$ cat src/rtl/pwm_cap_pkg.sv
// Shared types and constants for the PWM capture block.
package pwm_cap_pkg;

  typedef enum logic [1:0] {SEEK, HIGH, LOW} state_t;

  localparam int DUTY_W    = 7;
  localparam int DIV_LAT   = 8;
  localparam int PCT_SCALE = 100;

endpackage

$ cat src/rtl/pwm_cap_div.sv
// Sequential restoring divider producing floor(num*100/den) as a 7-bit quotient.
// One load cycle, seven iterations, then one hand-off cycle before accepting a new start.
module pwm_cap_div
  import pwm_cap_pkg::*;
#(
  parameter int CNT_W = 16
) (
  input  logic              clk,
  input  logic              rst,
  input  logic              start,
  input  logic [CNT_W-1:0]  num,
  input  logic [CNT_W-1:0]  den,
  output logic              busy,
  output logic              done,
  output logic [DUTY_W-1:0] quo
);

  localparam int W = CNT_W + DUTY_W;
  localparam logic [2:0] IDX_LAST = 3'(DUTY_W - 1);
  localparam logic [2:0] IDX_HAND = 3'(DIV_LAT - 1);

  logic              busy_q;
  logic [2:0]        idx_q;
  logic [W-1:0]      rem_q;
  logic [W-1:0]      dsh_q;
  logic [DUTY_W-1:0] quo_q;
  logic              take;
  logic [DUTY_W-1:0] quo_nxt;

  always_comb begin
    take    = (rem_q >= dsh_q);
    quo_nxt = {quo_q[DUTY_W-2:0], take};
  end

  assign busy = busy_q;
  // done fires during the last iteration so the caller can register quo_nxt on that edge
  assign done = busy_q && (idx_q == IDX_LAST);
  assign quo  = quo_nxt;

  always_ff @(posedge clk) begin
    if (!rst) begin
      busy_q <= 1'b0;
      idx_q  <= '0;
      rem_q  <= '0;
      dsh_q  <= '0;
      quo_q  <= '0;
    end else if (!busy_q) begin
      if (start) begin
        busy_q <= 1'b1;
        idx_q  <= '0;
        rem_q  <= W'(num) * W'(PCT_SCALE);
        dsh_q  <= W'(den) << (DUTY_W - 1);
        quo_q  <= '0;
      end
    end else begin
      idx_q <= idx_q + 3'd1;
      if (idx_q == IDX_HAND) begin
        busy_q <= 1'b0;
      end else begin
        if (take) begin
          rem_q <= rem_q - dsh_q;
        end
        dsh_q <= dsh_q >> 1;
        quo_q <= quo_nxt;
      end
    end
  end

endmodule

$ cat src/rtl/pwm_capture.sv
// Measures high time, period and duty percentage of an external PWM waveform, rising edge to rising edge.
// Optional glitch filter between synchronizer and edge detector: define GLITCH_FILTER_EN.
module pwm_capture
  import pwm_cap_pkg::*;
#(
  parameter int CNT_W       = 16,
  parameter int SYNC_STAGES = 2,
  parameter int FILT_LEN    = 3
) (
  input  logic              clk,
  input  logic              rst,
  input  logic              pwm_in,
  input  logic              clr_ovr,
  output logic [CNT_W-1:0]  high_time,
  output logic [CNT_W-1:0]  period,
  output logic [DUTY_W-1:0] duty_pct,
  output logic              meas_valid,
  output logic              stuck,
  output logic              overrun
);

  localparam logic [CNT_W-1:0] CNT_MAX = '1;

  logic [SYNC_STAGES-1:0] sync_q;
  logic                   sync_lvl;
  logic                   lvl;
  logic                   lvl_q;
  logic                   rise;
  logic                   fall;

  always_ff @(posedge clk) begin
    if (!rst) begin
      sync_q <= '0;
    end else begin
      sync_q <= {sync_q[SYNC_STAGES-2:0], pwm_in};
    end
  end

  assign sync_lvl = sync_q[SYNC_STAGES-1];

`ifdef GLITCH_FILTER_EN
  logic [FILT_LEN-2:0] filt_hist;
  logic                filt_lvl;

  // Level follows the input only once FILT_LEN consecutive samples agree
  always_ff @(posedge clk) begin
    if (!rst) begin
      filt_hist <= '0;
      filt_lvl  <= 1'b0;
    end else begin
      filt_hist <= (FILT_LEN-1)'({filt_hist, sync_lvl});
      if (&{filt_hist, sync_lvl}) begin
        filt_lvl <= 1'b1;
      end else if (~|{filt_hist, sync_lvl}) begin
        filt_lvl <= 1'b0;
      end
    end
  end

  assign lvl = filt_lvl;
`else
  assign lvl = sync_lvl;
`endif

  always_ff @(posedge clk) begin
    if (!rst) begin
      lvl_q <= 1'b0;
    end else begin
      lvl_q <= lvl;
    end
  end

  assign rise = lvl & ~lvl_q;
  assign fall = ~lvl & lvl_q;

  logic [CNT_W-1:0] cnt_q;
  logic             cnt_sat;

  always_ff @(posedge clk) begin
    if (!rst) begin
      cnt_q <= '0;
    end else if (rise) begin
      cnt_q <= CNT_W'(1);
    end else if (!cnt_sat) begin
      cnt_q <= cnt_q + CNT_W'(1);
    end
  end

  assign cnt_sat = (cnt_q == CNT_MAX);

  state_t state_q;
  state_t state_nxt;
  logic   div_start;
  logic   div_busy;
  logic   div_done;
  logic [DUTY_W-1:0] div_quo;
  logic   drop;
  logic   cap_h;
  logic   tmo;

  always_ff @(posedge clk) begin
    if (!rst) begin
      state_q <= SEEK;
    end else begin
      state_q <= state_nxt;
    end
  end

  always_comb begin
    state_nxt = state_q;
    case (state_q)
      SEEK: if (rise) state_nxt = HIGH;
      HIGH: begin
        if (fall)         state_nxt = LOW;
        else if (cnt_sat) state_nxt = SEEK;
      end
      LOW: begin
        if (rise)         state_nxt = HIGH;
        else if (cnt_sat) state_nxt = SEEK;
      end
      default: state_nxt = SEEK;
    endcase
  end

  always_comb begin
    div_start = 1'b0;
    drop      = 1'b0;
    cap_h     = 1'b0;
    tmo       = 1'b0;
    case (state_q)
      HIGH: begin
        if (fall)         cap_h = 1'b1;
        else if (cnt_sat) tmo   = 1'b1;
      end
      LOW: begin
        if (rise) begin
          div_start = !div_busy;
          drop      = div_busy;
        end else if (cnt_sat) begin
          tmo = 1'b1;
        end
      end
      default: ;
    endcase
  end

  logic [CNT_W-1:0] h_shadow;
  logic [CNT_W-1:0] h_hold;
  logic [CNT_W-1:0] p_shadow;

  pwm_cap_div #(
    .CNT_W(CNT_W)
  ) u_div (
    .clk  (clk),
    .rst  (rst),
    .start(div_start),
    .num  (h_shadow),
    .den  (cnt_q),
    .busy (div_busy),
    .done (div_done),
    .quo  (div_quo)
  );

  // h_hold/p_shadow freeze the operands so a falling edge during division cannot skew high_time
  always_ff @(posedge clk) begin
    if (!rst) begin
      h_shadow   <= '0;
      h_hold     <= '0;
      p_shadow   <= '0;
      high_time  <= '0;
      period     <= '0;
      duty_pct   <= '0;
      meas_valid <= 1'b0;
      stuck      <= 1'b0;
      overrun    <= 1'b0;
    end else begin
      meas_valid <= 1'b0;
      if (cap_h) begin
        h_shadow <= cnt_q;
      end
      if (div_start) begin
        h_hold   <= h_shadow;
        p_shadow <= cnt_q;
      end
      if (div_done) begin
        high_time  <= h_hold;
        period     <= p_shadow;
        duty_pct   <= div_quo;
        meas_valid <= 1'b1;
        stuck      <= 1'b0;
      end else if (tmo) begin
        duty_pct   <= (state_q == HIGH) ? DUTY_W'(PCT_SCALE) : '0;
        meas_valid <= 1'b1;
        stuck      <= 1'b1;
      end
      if (drop) begin
        overrun <= 1'b1;
      end else if (clr_ovr) begin
        overrun <= 1'b0;
      end
    end
  end

endmodule

$ cat config.mk
export PLATFORM = sky130hd
export DESIGN_NAME = pwm_capture
export DESIGN_NICKNAME = d
export VERILOG_FILES = /design/src/rtl/pwm_cap_pkg.sv /design/src/rtl/pwm_cap_div.sv /design/src/rtl/pwm_capture.sv
export SDC_FILE = /design/constraint.sdc
export NUM_CORES = 1
export LEC_CHECK = 0
export CAP_MARGIN = 25
export CORE_MARGIN = 4
export CORE_UTILIZATION = 61
export CTS_CLUSTER_DIAMETER = 150
export DETAILED_ROUTE_END_ITERATION = 12
export GPL_ROUTABILITY_DRIVEN = 0
export HOLD_SLACK_MARGIN = 0.1
export PLACE_DENSITY = 0.81
export SETUP_SLACK_MARGIN = 0.15
export SYNTH_ARGS = -nofsm -noshare
export SYNTH_HDL_FRONTEND = slang
export SYNTH_SLANG_ARGS = --single-unit
$ cat constraint.sdc
create_clock -name clk -period 4.9 [get_ports clk]
set_input_delay 0.49 -clock clk [delete_from_list [all_inputs] [get_ports clk]]
set_output_delay 0.49 -clock clk [all_outputs]
set_load 0.01 [all_outputs]
# Yosys cells after proc, flatten, opt, wreduce, memory -nomap -nowiden
# Cells that the tools add are included.
# totals
ff_bits	167
in_bits	4
output_inout_bits	42
# op_classes
add_sub_neg	3
multipliers	1
order_cmp	1
n_eq_ne	9
muxes	39
bitwise	5
reduce_logical	10
# op_table
op	count
two-way mux 23 bit	7
>= comparator 23 bit	1
subtractor 23 bit	1
multiplier 16 x 5 -> 21 bit, second input constant	1
two-way mux 7 bit	3
two-way mux 1 bit	18
two-way mux 6 bit	3
adder 16 x 1 -> 16 bit, second input constant	1
== test 16 bit, second input constant	1
two-way mux 2 bit	4
inequality test 2 bit, second input constant	4
== test 3 bit, second input constant	2
two-way mux 3 bit	2
case mux 2 bit (3 select lines)	1
nonzero test 2 bit	3
OR reduction 2 bit	2
adder 3 x 1 -> 3 bit, second input constant	1
NOT 1 bit	3
AND reduction 3 bit	1
AND 1 bit	2
== test 2 x 1 -> 1 bit, second input constant	1
== test 2 bit, second input constant	1
zero test 2 bit	1
case mux 1 bit (2 select lines)	1
other kinds (3)	3

# Depth between registers and ports, before layout
# logic_depth
word_depth	6
mapped_depth	14

# By module
# A second synthesis with hierarchy kept.
# unflattened
cells_unflattened	1102
area_unflattened_um2	9526.6
# by_module_without_submodules
mod	n_inst	cells_each	area_per_inst_um2	seq_area_each_um2
pwm_cap_div	1	619	5086.1	1101.1
pwm_capture	1	483	4440.5	2222.1

# Least setup slack after synthesis
# Ideal clock, no wire load.
# synth_path
path_type	register to register
from	reg h_shadow[4]
to	reg u_div.rem_q[20]
setup_ns	0.119
arrival_time_ns	3.326
required_time_ns	4.781
path_slack_ns	1.455
stages_incl_launch_ff	15
path_buffers	0
period_less_slack_ns	3.445
cell_sequence	dfxtp_1 -> ha_1 -> ha_1 -> inv_1 -> fa_1 -> inv_1 -> ha_1 -> a21o_1 -> a21oi_1 -> a21oi_1 -> o21ai_0 -> a21boi_0 -> or3_1 -> and3_1 -> o221a_2
# synth_via
elab_chain_cells	3
# synth_rtl
element	line_no	text
start: declaration	pwm_capture.sv:147	logic [CNT_W-1:0] h_shadow;
start signal: assignment	pwm_capture.sv:179	h_shadow <= cnt_q;
multiplier 16 x 5 -> 21 bit	pwm_cap_div.sv:51	rem_q <= W'(num) * W'(PCT_SCALE);
two-way mux 23 bit	pwm_cap_div.sv:48	if (start) begin
two-way mux 23 bit	pwm_cap_div.sv:47	end else if (!busy_q) begin
end signal: assignment	pwm_cap_div.sv:51	
end signal: assignment	pwm_cap_div.sv:61	rem_q <= rem_q - dsh_q;
end: declaration	pwm_cap_div.sv:24	logic [W-1:0] rem_q;
# No other way between the ends. The select of a mux whose other input is x is not followed.
# A chain may end at the register's enable or synchronous reset.

# Final worst setup path
# layout_path
from	reg h_shadow[5]
to	reg u_div.rem_q[20]
# Same word-level chain as after synthesis.

==> impl_metrics.tcl <==
set metrics [dict create \
    ys_ff_latch 166 \
    cts_setup_buffers 0 \
    cts-resized-gates 0 \
    slew_violations 0 \
    cp-start-kind "flop" \
    path_clk_slew_ps 70 \
    clkPwrFrac 0.486 \
    pwr-share-seq 0.496 \
    synth.distinct_cells 66 \
    track_usage 0.2661 \
    drive_gt1_frac 0.05651 \
    powerDensity_nw_per_um2 264.7 \
    maxCapViolations 0 \
    synth_fp_nets 1239 \
    async_reset_ff_frac 0 \
    place_area_um2 9748 \
    status "finished, final reports clean" \
    io_pins 46 \
    max_stage_delay_ps 490 \
    num_rows 44 \
    synth_top_area_share 0.3615 \
    tightest_slew_ps 1009 \
    cts_hold_buffers 0 \
    synth_edf_count 0 \
    rsz0062_at_grt "no" \
    avgViaCountPerCell 5.941 \
    period_minus_slack_ps 3923 \
    insertion_delay_ps 440 \
    r2r_setup_slack_ps 980 \
    synth_common_cells "224 x nand2_1, 166 x dfxtp_1, 149 x a21oi_1" \
    timing.hold.ws_ps 432.7 \
    fp.dieH_um 130.8 \
    endpoint_kind "flop" \
    final-instance-count-excl-fill 1352 \
    yosysWarnings 0 \
    fin_nets 1253 \
    synth_cells 1141 \
    layout.cell_area.non_filler_um2 10340 \
    grt_max_degree 70 \
    ant_nets 0 \
    num_vias 8032 \
    synth_top_cells_by_area "dfxtp_1 36%, ha_1 11%, nand2_1 9.1%" \
    cts_sinks 166 \
    synth_top_cell_by_area "dfxtp_1" \
    path_class "reg -> reg" \
    syn_to_final_growth_pct 12.48 \
    comb_power_share 0.018 \
    dp.cells 1320 \
    required_ps 5230 \
    clk_path_buf_depth 2 \
    vdd_drop_max_v 0.0002480 \
    grt_pass1_vias 7391 \
    grt_pass1_wl_um 36580 \
    cts_tree "built" \
    ys_seq_area_frac 0.3615 \
    crit_chain "ha_1 > ha_1 > inv_1 > fa_1 > inv_1 > ha_1 > a21o_1 > a21oi_1 > a21oi_1 > o21ai_0 > a21boi_0 > or3_1 > and3_1 > o221a_2" \
    antenna_found_initial 0 \
    fill_cells 1146 \
    setup_ws_ps 977.2 \
    finalSetupViolCount 0 \
    worstPathArrival_ps 4250 \
    root_buffer "clkbuf_16" \
    initial_utilization 0.6278 \
    routed_wl_um 21990 \
    worstPathMaxFanout 5 \
    port_buffers 45 \
    wl_per_cell_um 16.26 \
    htree_levels 4 \
    pre_cts_slack_ps 1135 \
    cp_slowest_cell "fa_1" \
    cts_buffers 17 \
    yosysMostFrequentCell "nand2_1" \
    ys.flop_type "dfxtp_1" \
    drt_pass1_iterations 5 \
    p_sw_frac 0.2372 \
    tns_ps 0 \
    fin_skew_ps 10.35 \
    insertedDiodeCount 0 \
    grt-ovfl-total 0 \
    avgSynthCellArea_um2 8.058 \
    hold_class "reg -> reg" \
    syn_area_um2 9194 \
    hold_viol 0 \
    fin_crit_sh 0.8006 \
    power.internal_uw 2088 \
    drtIter0Drc 655 \
    drc_errors 0 \
    hpwl_um 15110 \
    die_w_um 130.8 \
    die-area_um2 17100 \
    max_freq_mhz 254.9 \
    core_area_um2 14640 \
    p_leak_uw 0.004027 \
    crit_top_cell "ha_1" \
    maxSlewHeadroom 0.3258 \
    power.switching_uw 649.3 \
]
-- power by group through the flow --
stage	sequential [uW]	combinational, uW	clock [uW]
2_1_floorplan	1390	35.6	0
3_3_place_gp	1390	47.6	0
3_5_place_dp	1390	47.9	0
4_1_cts	1360	48.7	1340
5_1_grt	1360	54.5	1390
6_report	1360	49.3	1330
-- per-stage QoR --
step / power [uW] / util
final: 2737 / 0.7062
after global routing: 2805 / 0.7062
after CTS: 2745 / 0.7062
after detailed placement: 1436 / 0.6657
after global placement: 1436 / 0.6657
after floorplan: 1422 / -
-- worst max-delay path, delay by kind of cell, from the launching register on --
family | cells | cell delay (ps)
AO/OA/AOI/OAI | 6 | 1400
adder cells (fa/ha/maj) | 4 | 1410
buffers and inverters | 2 | 90
flip-flops | 1 | 420
AND/OR/NAND/NOR | 2 | 490
-- state kept, by name, indices dropped and copies added, names as in the netlist --
name and cells:
h_shadow 16, lvl_q 1, meas_valid 1, u_div.busy 1
stuck 1, h_hold 16, state_q 2, u_div.quo_q 6
u_div.rem_q 23, period 16, u_div.idx_q 3, p_shadow 16
overrun 1, duty_pct 7, u_div.dsh_q 22, high_time 16
cnt_q 16, sync_q 2
-- metal layers --
layer / global-route usage / part of all wire / vias to the layer above
met5: 0 / 0 / -
met4: 0.08167 / 0.021 / 0
met3: 0.04878 / 0.055 / 38
met2: 0.4359 / 0.47 / 231
met1: 0.3590 / 0.45 / 3803
li1: - / - / 3960
-- path summary, 6_finish.rpt --
path               start              end  cells past startpoint
min reg2reg    sync_q[0]        sync_q[1]                      1
max          h_shadow[5]  u_div.rem_q[20]                     14
max reg2reg  h_shadow[5]  u_div.rem_q[20]                     14
min            sync_q[0]        sync_q[1]                      1
-- cells by family after synthesis --
kind of cell,Yosys count,synth area share
fa+ha+maj,94,0.1377
xor+xnor,38,0.03620
compound gates,283,0.1923
simple gates,396,0.1900
buf+inv,143,0.05947
mux,21,0.02286
flops,166,0.3615
-- cell usage in the layout (no fill, tap or decap), types with 3 or more instances in the layout --
cell type,n
a211oi_2,5
o211ai_1,4
a211oi_1,27
clkinv_4,5
mux2i_1,21
or3_1,7
a21oi_1,149
dfxtp_1,165
clkbuf_16,17
nand3b_1,5
xor2_1,23
nand2b_1,6
a31oi_1,7
clkdlybuf4s50_1,45
nor3_1,18
nor2_1,54
nand3_1,37
a311oi_1,3
ha_1,82
fa_1,12
buf_4,11
nand4_1,8
inv_6,3
inv_1,78
and3_1,10
o21a_1,5
a21o_1,8
nand2_1,224
and4_1,4
o21ai_0,33
o211a_1,3
and2_1,10
xnor2_1,15
o31ai_1,10
-- area by class of cell --
class | instances | area (um^2) | share of cell area
Inverter | 81 | 306.5 | 0.02964
Timing Repair Buffer | 57 | 553.0 | 0.05348
Clock buffer | 17 | 425.4 | 0.04114
Multi-Input combinational cell | 832 | 5334 | 0.5158
Sequential cell | 166 | 3324 | 0.3215
Tap cell | 184 | 230.2 | 0.02226
Clock inverter | 15 | 167.7 | 0.01621
Note: power is estimated with default switching activity, not from simulation.
